--- config.mk ---
export PLATFORM = sky130hd
export DESIGN_NAME = led_ctrl_multi
export DESIGN_NICKNAME = d
export VERILOG_FILES = /design/src/rtl/led_ctrl_multi.sv
export SDC_FILE = /design/constraint.sdc
export NUM_CORES = 1
export LEC_CHECK = 0
export BUFFER_PORTS_ARGS = -buffer_cell sky130_fd_sc_hd__buf_2
export CORE_MARGIN = 3
export CORE_UTILIZATION = 45
export CTS_CLUSTER_DIAMETER = 40
export DETAILED_ROUTE_END_ITERATION = 7
export GPL_ROUTABILITY_DRIVEN = 0
export PLACE_DENSITY = 0.73
export SLEW_MARGIN = 20
export SYNTH_ARGS = -nofsm -noshare
export SYNTH_HDL_FRONTEND = slang
export SYNTH_SLANG_ARGS = --single-unit
export TNS_END_PERCENT = 30
--- constraint.sdc ---
create_clock -name clk -period 3 [get_ports clk]
set_clock_uncertainty 0.15 [all_clocks]
set_input_delay 0.15 -clock clk [delete_from_list [all_inputs] [get_ports clk]]
set_output_delay 0.15 -clock clk [all_outputs]
set_load 0.02 [all_outputs]
--- src/rtl/led_ctrl_multi.sv ---
// Multi-channel LED driver: each channel has its own prescaler, mode (OFF/ON/BLINK/PWM) and duty,
// all running from one clock and reprogrammable at run time through a single-cycle write port.
module led_ctrl_multi #(
    parameter int               CH       = 4,
    parameter int               CNT_W    = 26,
    parameter int               DUTY_W   = 8,
    parameter logic [1:0]       DEF_MODE = 2'b10,
    parameter logic [CNT_W-1:0] DEF_DIV  = {CNT_W{1'b1}},
    parameter logic [DUTY_W-1:0] DEF_DUTY = DUTY_W'(1) << (DUTY_W - 1),
    localparam int              CH_W     = (CH > 1) ? $clog2(CH) : 1
) (
    input  logic              clk,
    input  logic              rst,
    input  logic              cfg_we,
    input  logic [CH_W-1:0]   cfg_ch,
    input  logic [1:0]        cfg_mode,
    input  logic [CNT_W-1:0]  cfg_div,
    input  logic [DUTY_W-1:0] cfg_duty,
    output logic [CH-1:0]     led,
    output logic [CH-1:0]     tick
);

    typedef enum logic [1:0] {
        MODE_OFF   = 2'b00,
        MODE_ON    = 2'b01,
        MODE_BLINK = 2'b10,
        MODE_PWM   = 2'b11
    } mode_e;

    for (genvar i = 0; i < CH; i++) begin : g_ch
        mode_e             mode;
        logic [CNT_W-1:0]  cnt;
        logic [CNT_W-1:0]  div;
        logic [DUTY_W-1:0] duty;
        logic [DUTY_W-1:0] phase;
        logic [DUTY_W-1:0] phase_next;
        logic              led_r;
        logic              tick_r;
        logic              sel;
        logic              wrap;

        // Channel numbers at or above CH never match, so such writes fall through untouched.
        assign sel        = cfg_we && (cfg_ch == CH_W'(i));
        assign wrap       = (cnt == div);
        assign phase_next = wrap ? phase + DUTY_W'(1) : phase;

        always_ff @(posedge clk or negedge rst) begin
            if (!rst) begin
                mode   <= mode_e'(DEF_MODE);
                div    <= DEF_DIV;
                duty   <= DEF_DUTY;
                cnt    <= '0;
                phase  <= '0;
                led_r  <= 1'b0;
                tick_r <= 1'b0;
            end else if (sel) begin
                // A write restarts the channel and beats any wrap due on this same edge.
                mode   <= mode_e'(cfg_mode);
                div    <= cfg_div;
                duty   <= cfg_duty;
                cnt    <= '0;
                phase  <= '0;
                tick_r <= 1'b0;
                case (mode_e'(cfg_mode))
                    MODE_OFF:   led_r <= 1'b0;
                    MODE_ON:    led_r <= 1'b1;
                    MODE_BLINK: led_r <= 1'b0;
                    MODE_PWM:   led_r <= (cfg_duty != '0);
                    default:    led_r <= 1'b0;
                endcase
            end else begin
                cnt    <= wrap ? '0 : cnt + CNT_W'(1);
                tick_r <= wrap;
                case (mode)
                    MODE_OFF:   led_r <= 1'b0;
                    MODE_ON:    led_r <= 1'b1;
                    MODE_BLINK: if (wrap) led_r <= ~led_r;
                    MODE_PWM: begin
                        phase <= phase_next;
                        led_r <= (phase_next < duty);
                    end
                    default:    led_r <= 1'b0;
                endcase
            end
        end

        assign led[i]  = led_r;
        assign tick[i] = tick_r;
    end

endmodule

==> results_dict.tcl, run 1 <==
set metrics [dict create \
    synthMuxAreaShare_pct 0.914 \
    period_share_pct 102 \
    critPathBufInv 1 \
    drcViolationCount 0 \
    synth_area_um2 14900 \
    clkTransAtPathRegs_ps 60 \
    crit_chain "xor2_1 > nor4_1 > and3_4 > nand2_4 > buf_4 > mux2_2 > ha_1 > nand3_1 > nor2_1 > o21ai_0 > o211ai_1 > o211ai_1" \
    drive_gt1_share_pct 20.1 \
    power.leakage_uw 0.00859 \
    clock_path_buffers 3 \
    vdd_drop_max_mv 0.420 \
    synth_cell_types 61 \
    vias 11800 \
    reg2reg_slack_ps -60 \
    cp_slowest_cell "nor4_1" \
    dieArea_um2 35400 \
    async_flop_share_pct 100 \
    synth.area.top_cells "dfrtp_1, dfstp_2, nand2_1, xor2_1, xnor2_1" \
    num_antenna_cells 0 \
    synth.top_cell.area_share_pct 29.5 \
    violations "negative setup slack" \
    drt-pass1-iter-count 7 \
    yosys.area_share.simple_pct 25.5 \
    grt_use_total_pct 22.0 \
    fillers 2780 \
    grt_first_pass_wirelength_um 62400 \
    synth_xor_area_share_pct 14.0 \
    nets 1817 \
    cp-end-kind "flop" \
    h-tree-depth 2 \
    synth_top_family_by_area "simple AND/OR/NAND/NOR gates" \
    gr-total-overflow 0 \
    slew_headroom_pct 42.0 \
    die_width_um 188 \
    critPathArrivalTime_ps 3330 \
    whs_ps 2.04 \
    path_class "reg2reg" \
    synth_fa_ha_area_share_pct 3.02 \
    syn_nets 1682 \
    dp_hpwl_um 25700 \
    synth_edf_count 0 \
    dp_slack_ps -17.6 \
    routedWlPerCell_um 17.6 \
    yosys.area.top_type "dfrtp_1" \
    cts_buffers 46 \
    start_util_pct 45.8 \
    ios 49 \
    hold_viol_final 0 \
    required_ps 3270 \
    grt_max_degree 81 \
    synth_area_per_cell_um2 9.30 \
    core.rowCount 66 \
    yosysSeqAreaShare_pct 49.2 \
    worst_setup_path_start_kind "flop" \
    portBuffers 48 \
    ys.flop_type "dfrtp_1" \
    rsz0062_at_grt "true" \
    insertion_delay_ps 570 \
    fmax_mhz 327 \
    grt_antenna_before_repair 0 \
    syn_inst 1605 \
    synth_compound_area_share_pct 4.51 \
    synth_seq_cells 288 \
    finalSetupViolations 2 \
    dp.cells 2091 \
    worst_slew_pin_slew_ps 870 \
    outcome "complete, but fails checks" \
    setup_tns_ps -78.8 \
    cts_tree "yes" \
    yosysWarnings 0 \
    cp_common_cell "o211ai_1" \
    fin_cells 2220 \
    vias_per_cell 5.31 \
    maxCapViolations 0 \
    cts.sinks 288 \
    drt_wl_total_um 39000 \
    core_area_um2 32600 \
    min-delay-path-class "in2async" \
    cts_root_buf "clkbuf_16" \
    slowest_delay_ps 480 \
    drv_slew 0 \
    initialDrtViolationCount 709 \
    ant_nets 0 \
    crit_fanout 6 \
    total_power_uw 12100 \
    grt_pass1_vias 11700 \
    period_needed_ps 3060 \
    area_growth_pct 21.1 \
    p_per_area_nw_per_um2 667 \
    path_delay_family "simple AND/OR/NAND/NOR gates" \
    fin_ws_ps -61.8 \
    die_y_um 188 \
]
==> cell families (layout without fill, tap and decap cells) <==
logic type      Yosys count  after routing
flops                   288            288
xor+xnor                238            238
mux                      13             13
fa+ha+maj                36             36
compound gates          105            105
buf+inv                  98            271
simple gates            827            827
==> routing by layer <==
metal / track usage, % / vias up / wire length (um)
met5: 0 / - / 0
met4: 7.99 / 0 / 1240
met3: 3.22 / 81 / 2140
met2: 36.8 / 277 / 18800
met1: 29.2 / 5839 / 16800
li1: - / 5584 / -
==> metrics by stage <==
step | util [%] | cell area (um^2)
final | 55.4 | 18100
after global routing | 55.4 | 18100
after CTS | 55.0 | 17900
after detailed placement | 48.8 | 15900
after global placement | 48.8 | 15900
after floorplan | - | 14900
==> cells in the final DEF, fill, tap and decap left out, drive strengths merged, types with 3 or more instances in the layout <==
| cell type | instances |
|---|---|
| ha | 36 |
| o31ai | 3 |
| a21oi | 18 |
| nor2 | 158 |
| or3 | 9 |
| xnor2 | 99 |
| bufinv | 5 |
| a211oi | 4 |
| buf | 109 |
| o221a | 4 |
| o41ai | 4 |
| inv | 42 |
| and3 | 31 |
| nor4 | 18 |
| and2 | 12 |
| nor3 | 16 |
| dlygate4sd3 | 40 |
| mux2 | 5 |
| a21o | 4 |
| o211ai | 7 |
| o21ai | 46 |
| dfrtp | 176 |
| clkbuf | 53 |
| nand3 | 59 |
| nand4 | 52 |
| nand2b | 13 |
| nor2b | 3 |
| clkinvlp | 9 |
| clkinv | 13 |
| mux2i | 8 |
| nand3b | 6 |
| o311ai | 4 |
| and4 | 13 |
| dfstp | 112 |
| xor2 | 139 |
| nand2 | 429 |
| o2111ai | 3 |
==> path summary, 6_finish.rpt <==
path	start	endpoint	depth (start not counted)
setup / recovery	g_ch[3].cnt[21]$_DFF_PN0_	g_ch[3].led_r$_DFFE_PN0P_	12
hold / removal	rst	g_ch[3].phase[7]$_DFFE_PN0P_	2
setup reg to reg	g_ch[3].cnt[21]$_DFF_PN0_	g_ch[3].led_r$_DFFE_PN0P_	12
hold reg to reg	g_ch[1].div[15]$_DFFE_PN1P_	g_ch[1].div[15]$_DFFE_PN1P_	2
max in group asynchronous	rst	g_ch[1].div[22]$_DFFE_PN1P_	3
min in group clk	cfg_mode[0]	g_ch[0].mode[0]$_DFFE_PN0P_	4
==> what timing repair did <==
item,CTS,global route
pin swaps,1,14
cloned,0,0
hold endpoints to repair,288,0
endpoints found under the setup margin,4,4
resized for setup,3,22
hold buffers,40,0
setup buffers,0,3
==> cells in the mapped netlist (all sizes together) (18+ instances only) <==
cell type  count
xnor2         99
nor4          18
buf           25
and3          31
a21oi         18
nand2        429
dfrtp        176
nand4         52
dfstp        112
o21ai         46
clkbuf        37
inv           36
ha            36
xor2         139
nor2         158
nand3         59
==> layout make-up <==
cell class	count	area [um^2]	area share, %
tap	442	553	3.06
clock inverter	33	382	2.11
multi-input combinational	1219	7290	40.3
timing repair buffer	149	1140	6.29
clock buffer	53	1240	6.86
sequential	288	7350	40.6
inverter	36	135	0.747
==> flip-flops by register name (all words and copies together) (netlist names) <==
name and cells:
g_ch.duty 32, g_ch.led_r 4, g_ch.div 104, g_ch.tick_r 4, g_ch.cnt 104, g_ch.mode 8
g_ch.phase 32
==> power breakdown <==
part	switching, uW	internal, uW	total [uW]	leakage, uW
registers	390	4510	4900	0.00354
logic	961	693	1650	0.00428
clock network	2050	3450	5500	0.000769
(Power assumes the default switching activity.)
==> run 2, diff against run 1 <==
--- a/config.mk
+++ b/config.mk
@@ -8,6 +8,7 @@
 export BUFFER_PORTS_ARGS = -buffer_cell sky130_fd_sc_hd__buf_2
 export CORE_MARGIN = 3
 export CORE_UTILIZATION = 45
+export CTS_BUF_LIST = sky130_fd_sc_hd__clkbuf_8
 export CTS_CLUSTER_DIAMETER = 40
 export DETAILED_ROUTE_END_ITERATION = 7
 export GPL_ROUTABILITY_DRIVEN = 0
==> results_dict.tcl, run 2 (same netlist as run 1, synthesis figures left out) <==
set metrics [dict create \
    outcome "complete, but fails checks" \
    violations "negative setup slack" \
    insertion_delay_ps 630 \
    cts_buffers 55 \
    p_per_area_nw_per_um2 626 \
    rsz0062_at_grt "true" \
    drcViolationCount 0 \
    grt_antenna_before_repair 0 \
    area_growth_pct 19.3 \
    initialDrtViolationCount 751 \
    vdd_drop_max_mv 0.330 \
    worst_setup_path_start_kind "flop" \
    dp_hpwl_um 25700 \
    cp-end-kind "flop" \
    core_area_um2 32600 \
    worst_slew_pin_slew_ps 891 \
    ant_nets 0 \
    die_width_um 188 \
    vias 11700 \
    fmax_mhz 329 \
    gr-total-overflow 0 \
    period_share_pct 101 \
    regArea_um2 7350 \
    dp.cells 2091 \
    whs_ps 145 \
    num_antenna_cells 0 \
    post_dp_cell_area_um2 15900 \
    h-tree-depth 2 \
    cp_slowest_cell "dfstp_2" \
    switching_power_uw 3120 \
    clock_path_buffers 3 \
    comb_power_share_pct 14.7 \
    fillers 2855 \
    cp_common_cell "nand4_1" \
    crit_chain "xnor2_1 > nand4_1 > nor4_4 > nand2_2 > buf_6 > nor2_2 > xor2_1 > ha_1 > nand4_1 > o221a_2 > o211ai_1 > o2111ai_1" \
    power.leakage_uw 0.00850 \
    p_int_uw 8030 \
    drv_slew 0 \
    routedWlPerCell_um 17.1 \
    vias_per_cell 5.21 \
    grt_use_total_pct 21.9 \
    top_regs "g_ch.cnt (104), g_ch.div (104)" \
    swShare_pct 28.0 \
    final_core_util_pct 54.6 \
    hold_viol_final 0 \
    path_delay_family "simple AND/OR/NAND/NOR gates" \
    slowest_delay_ps 540 \
    fin_area_um2 17800 \
    grt_max_degree 56 \
    crit_fanout 4 \
    nets 1826 \
    ios 49 \
    critPathBufInv 1 \
    multi_input_area_um2 7250 \
    period_needed_ps 3040 \
    dieArea_um2 35400 \
    p_clk_share_pct 41.5 \
    finalSetupViolations 1 \
    fin_cells 2238 \
    required_ps 3350 \
    drive_gt1_share_pct 20.5 \
    min-delay-path-class "in2async" \
    critPathArrivalTime_ps 3380 \
    start_util_pct 45.8 \
    final_common_cell "nand2_1" \
    fin_ws_ps -37.7 \
    portBuffers 48 \
    setup_tns_ps -37.7 \
    drt-pass1-iter-count 5 \
    power_frac_seq_pct 43.8 \
    core.rowCount 66 \
    grt_pass1_vias 11600 \
    slew_headroom_pct 40.6 \
    cts_tree "yes" \
    die_y_um 188 \
    path_class "reg2reg" \
    maxCapViolations 0 \
    grt_first_pass_wirelength_um 62000 \
    layout_common_cells "nand2_1, dfrtp_1, nor2_1" \
    cts.sinks 288 \
    clkTransAtPathRegs_ps 70 \
    drt_wl_total_um 38300 \
    cts_root_buf "clkbuf_8" \
]
==> run 2: changes by cell type in the layout (fill, tap and decap cells not counted), moves of 3 or more <==
cell and delta:
clkbuf_8 +72, clkbuf_16 -48, inv_1 +7, clkinvlp_4 -5, clkbuf_1 -3, clkinv_4 -3
==> run 2: what timing repair did <==
action | CTS | global route
resized for setup | 1 | 18
pin swaps | 0 | 11
cloned | 0 | 0
hold buffers | 42 | 0
endpoints found under the hold margin | 361 | 0
setup buffers | 0 | 1
endpoints found under the setup margin | 2 | 4
==> run 2: final timing paths <==
check | start | to | slack [ps] | cells past startpoint
setup / recovery | g_ch[2].div[16]$_DFFE_PN1P_ | g_ch[2].led_r$_DFFE_PN0P_ | -40 | 12
hold / removal | rst | g_ch[3].duty[7]$_DFFE_PN1P_ | 150 | 2
setup reg to reg | g_ch[2].div[16]$_DFFE_PN1P_ | g_ch[2].led_r$_DFFE_PN0P_ | -40 | 12
hold reg to reg | g_ch[0].div[17]$_DFFE_PN1P_ | g_ch[0].div[17]$_DFFE_PN1P_ | 310 | 2
max in group asynchronous | rst | g_ch[2].div[6]$_DFFE_PN1P_ | 2040 | 3
min in group clk | cfg_mode[0] | g_ch[0].mode[0]$_DFFE_PN0P_ | 180 | 4
==> run 2: per-stage QoR <==
step           setup slack [ps]  power [uW]
6_report                  -37.7       11200
5_1_grt                    -223       11700
4_1_cts                   -18.2       11200
3_5_place_dp              -17.6        6490
3_3_place_gp               30.7        6430
2_1_floorplan              27.2        5900
==> run 2: cell type report <==
class	instances	area share (%)
multi-input combinational	1219	40.7
sequential	288	41.3
timing repair buffer	149	6.51
inverter	36	0.759
clock inverter	30	1.92
tap	442	3.11
clock buffer	74	5.72
==> run 2: metal layers <==
layer / global-route usage (%) / vias up / wire length [um]
li1: - / 5603 / -
met1: 29.1 / 5702 / 16600
met2: 36.6 / 295 / 18500
met3: 3.51 / 70 / 2060
met4: 7.36 / 0 / 1070
met5: 0 / - / 0
==> run 2: power groups by stage <==
stage,clock (uW),combinational [uW],sequential [uW]
floorplan,0,1050,4860
detailed placement,0,1550,4940
global placement,0,1500,4930
CTS,4720,1610,4890
finish,4630,1640,4890
global route,4900,1840,4950
==> run 3, diff against run 2 <==
--- a/config.mk
+++ b/config.mk
@@ -6,13 +6,17 @@
 export NUM_CORES = 1
 export LEC_CHECK = 0
 export BUFFER_PORTS_ARGS = -buffer_cell sky130_fd_sc_hd__buf_2
+export CAP_MARGIN = 40
+export CELL_PAD_IN_SITES_DETAIL_PLACEMENT = 0
+export CELL_PAD_IN_SITES_GLOBAL_PLACEMENT = 1
 export CORE_MARGIN = 3
 export CORE_UTILIZATION = 45
 export CTS_BUF_LIST = sky130_fd_sc_hd__clkbuf_8
 export CTS_CLUSTER_DIAMETER = 40
 export DETAILED_ROUTE_END_ITERATION = 7
 export GPL_ROUTABILITY_DRIVEN = 0
-export PLACE_DENSITY = 0.73
+export PLACE_DENSITY = 0.88
+export SETUP_SLACK_MARGIN = 0.1
 export SLEW_MARGIN = 20
 export SYNTH_ARGS = -nofsm -noshare
 export SYNTH_HDL_FRONTEND = slang
==> results_dict.tcl, run 3 (same netlist as run 1, synthesis figures left out) <==
set metrics [dict create \
    outcome "finished clean" \
    period_share_pct 97.5 \
    grt_use_total_pct 21.9 \
    grt_max_degree 109 \
    dp_hpwl_um 25900 \
    layout_common_cells "nand2_1, dfrtp_1, nor2_1" \
    hold_viol_final 0 \
    final_core_util_pct 54.4 \
    maxCapViolations 0 \
    ant_nets 0 \
    cts_buffers 55 \
    fin_area_um2 17800 \
    slew_headroom_pct 46.1 \
    cts_root_buf "clkbuf_8" \
    core.rowCount 66 \
    ios 49 \
    drt-pass1-iter-count 5 \
    path_class "reg2reg" \
    clock_path_buffers 3 \
    critPathArrivalTime_ps 3280 \
    grt_pass1_vias 11400 \
    drt_wl_total_um 38400 \
    die_y_um 188 \
    finalSetupViolations 0 \
    worst_slew_pin_slew_ps 797 \
    top_regs "g_ch.cnt (104), g_ch.div (104)" \
    rsz0062_at_grt "true" \
    final_common_cell "nand2_1" \
    start_util_pct 45.8 \
    fillers 2926 \
    worst_setup_path_start_kind "flop" \
    drcViolationCount 0 \
    gr-total-overflow 0 \
    regArea_um2 7350 \
    area_growth_pct 18.9 \
    crit_fanout 4 \
    insertion_delay_ps 590 \
    portBuffers 48 \
    power.leakage_uw 0.00854 \
    initialDrtViolationCount 884 \
    vias_per_cell 5.20 \
    required_ps 3360 \
    cts.sinks 288 \
    r2r_cells 13 \
    post_dp_cell_area_um2 15900 \
    multi_input_area_um2 7260 \
    grt_antenna_before_repair 0 \
    clkTransAtPathRegs_ps 60 \
    whs_ps 125 \
    core_area_um2 32600 \
    grt_first_pass_wirelength_um 62200 \
    cts_tree "yes" \
    min-delay-path-class "in2async" \
    h-tree-depth 2 \
    dieArea_um2 35400 \
    drive_gt1_share_pct 20.1 \
    total_power_uw 10900 \
    fmax_mhz 342 \
    vias 11700 \
    setup_tns_ps 0 \
    cp-end-kind "flop" \
    routedWlPerCell_um 17.1 \
    drv_slew 0 \
    die_width_um 188 \
    nets 1831 \
    p_per_area_nw_per_um2 612 \
    num_antenna_cells 0 \
    vdd_drop_max_mv 0.346 \
    period_needed_ps 2930 \
]
## run 3: worst max-delay path, cell delays in order (launching register included)
cell	delay [ps]
dfstp_2	530
xor2_1	70
nor4_2	310
buf_4	170
nand4_2	140
nor2_4	180
nand2_2	80
xnor2_2	130
ha_1	300
a21o_1	220
a21oi_2	140
o221a_2	200
o21ai_0	70
o211ai_1	160
## run 3: path summary, 6_finish.rpt
path / startpoint / end / slack (ps)
min: rst / g_ch[2].div[8]$_DFFE_PN1P_ / 120
max: g_ch[0].div[16]$_DFFE_PN1P_ / g_ch[0].led_r$_DFFE_PN0P_ / 70
min reg2reg: g_ch[1].div[15]$_DFFE_PN1P_ / g_ch[1].div[15]$_DFFE_PN1P_ / 310
min in group clk: cfg_mode[0] / g_ch[0].mode[0]$_DFFE_PN0P_ / 230
max in group asynchronous: rst / g_ch[3].cnt[24]$_DFF_PN0_ / 1970
max reg2reg: g_ch[0].div[16]$_DFFE_PN1P_ / g_ch[0].led_r$_DFFE_PN0P_ / 70
## run 3: report_power, final
part / internal (uW) / switching, uW / leakage [uW]
sequential: 4510 / 389 / 0.00354
clock: 2630 / 1740 / 0.000707
combinational: 686 / 916 / 0.00429
## run 3: metal layers
metal / up-vias / global-route usage (%) / wire length [um]
met3: 89 / 3.05 / 2170
met5: - / 0 / 0
met1: 5640 / 30.9 / 17300
met2: 316 / 34.4 / 17500
met4: 0 / 8.48 / 1470
li1: 5615 / - / -
## run 3: cell type report
cell class                      count  share of cell area, %
Sequential cell                   288                   41.4
Multi-Input combinational cell   1219                   40.9
Timing Repair Buffer              154                   6.71
Clock buffer                       74                   5.74
Tap cell                          442                   3.11
Clock inverter                     28                   1.44
Inverter                           36                  0.761
## run 3: what timing repair did
action | CTS | global route
hold endpoints to repair | 360 | 0
setup buffers | 0 | 3
gates resized for setup | 1 | 16
hold buffers | 44 | 0
endpoints found under the setup margin | 3 | 4
pin swaps | 0 | 3
## run 3: metrics by stage
step / cells / worst slack (ps)
2_1_floorplan: 1605 / 93.5
3_3_place_gp: 2092 / 107
3_5_place_dp: 2092 / 35.5
4_1_cts: 2238 / 23.5
5_1_grt: 2241 / -118
6_report: 2241 / 73.6
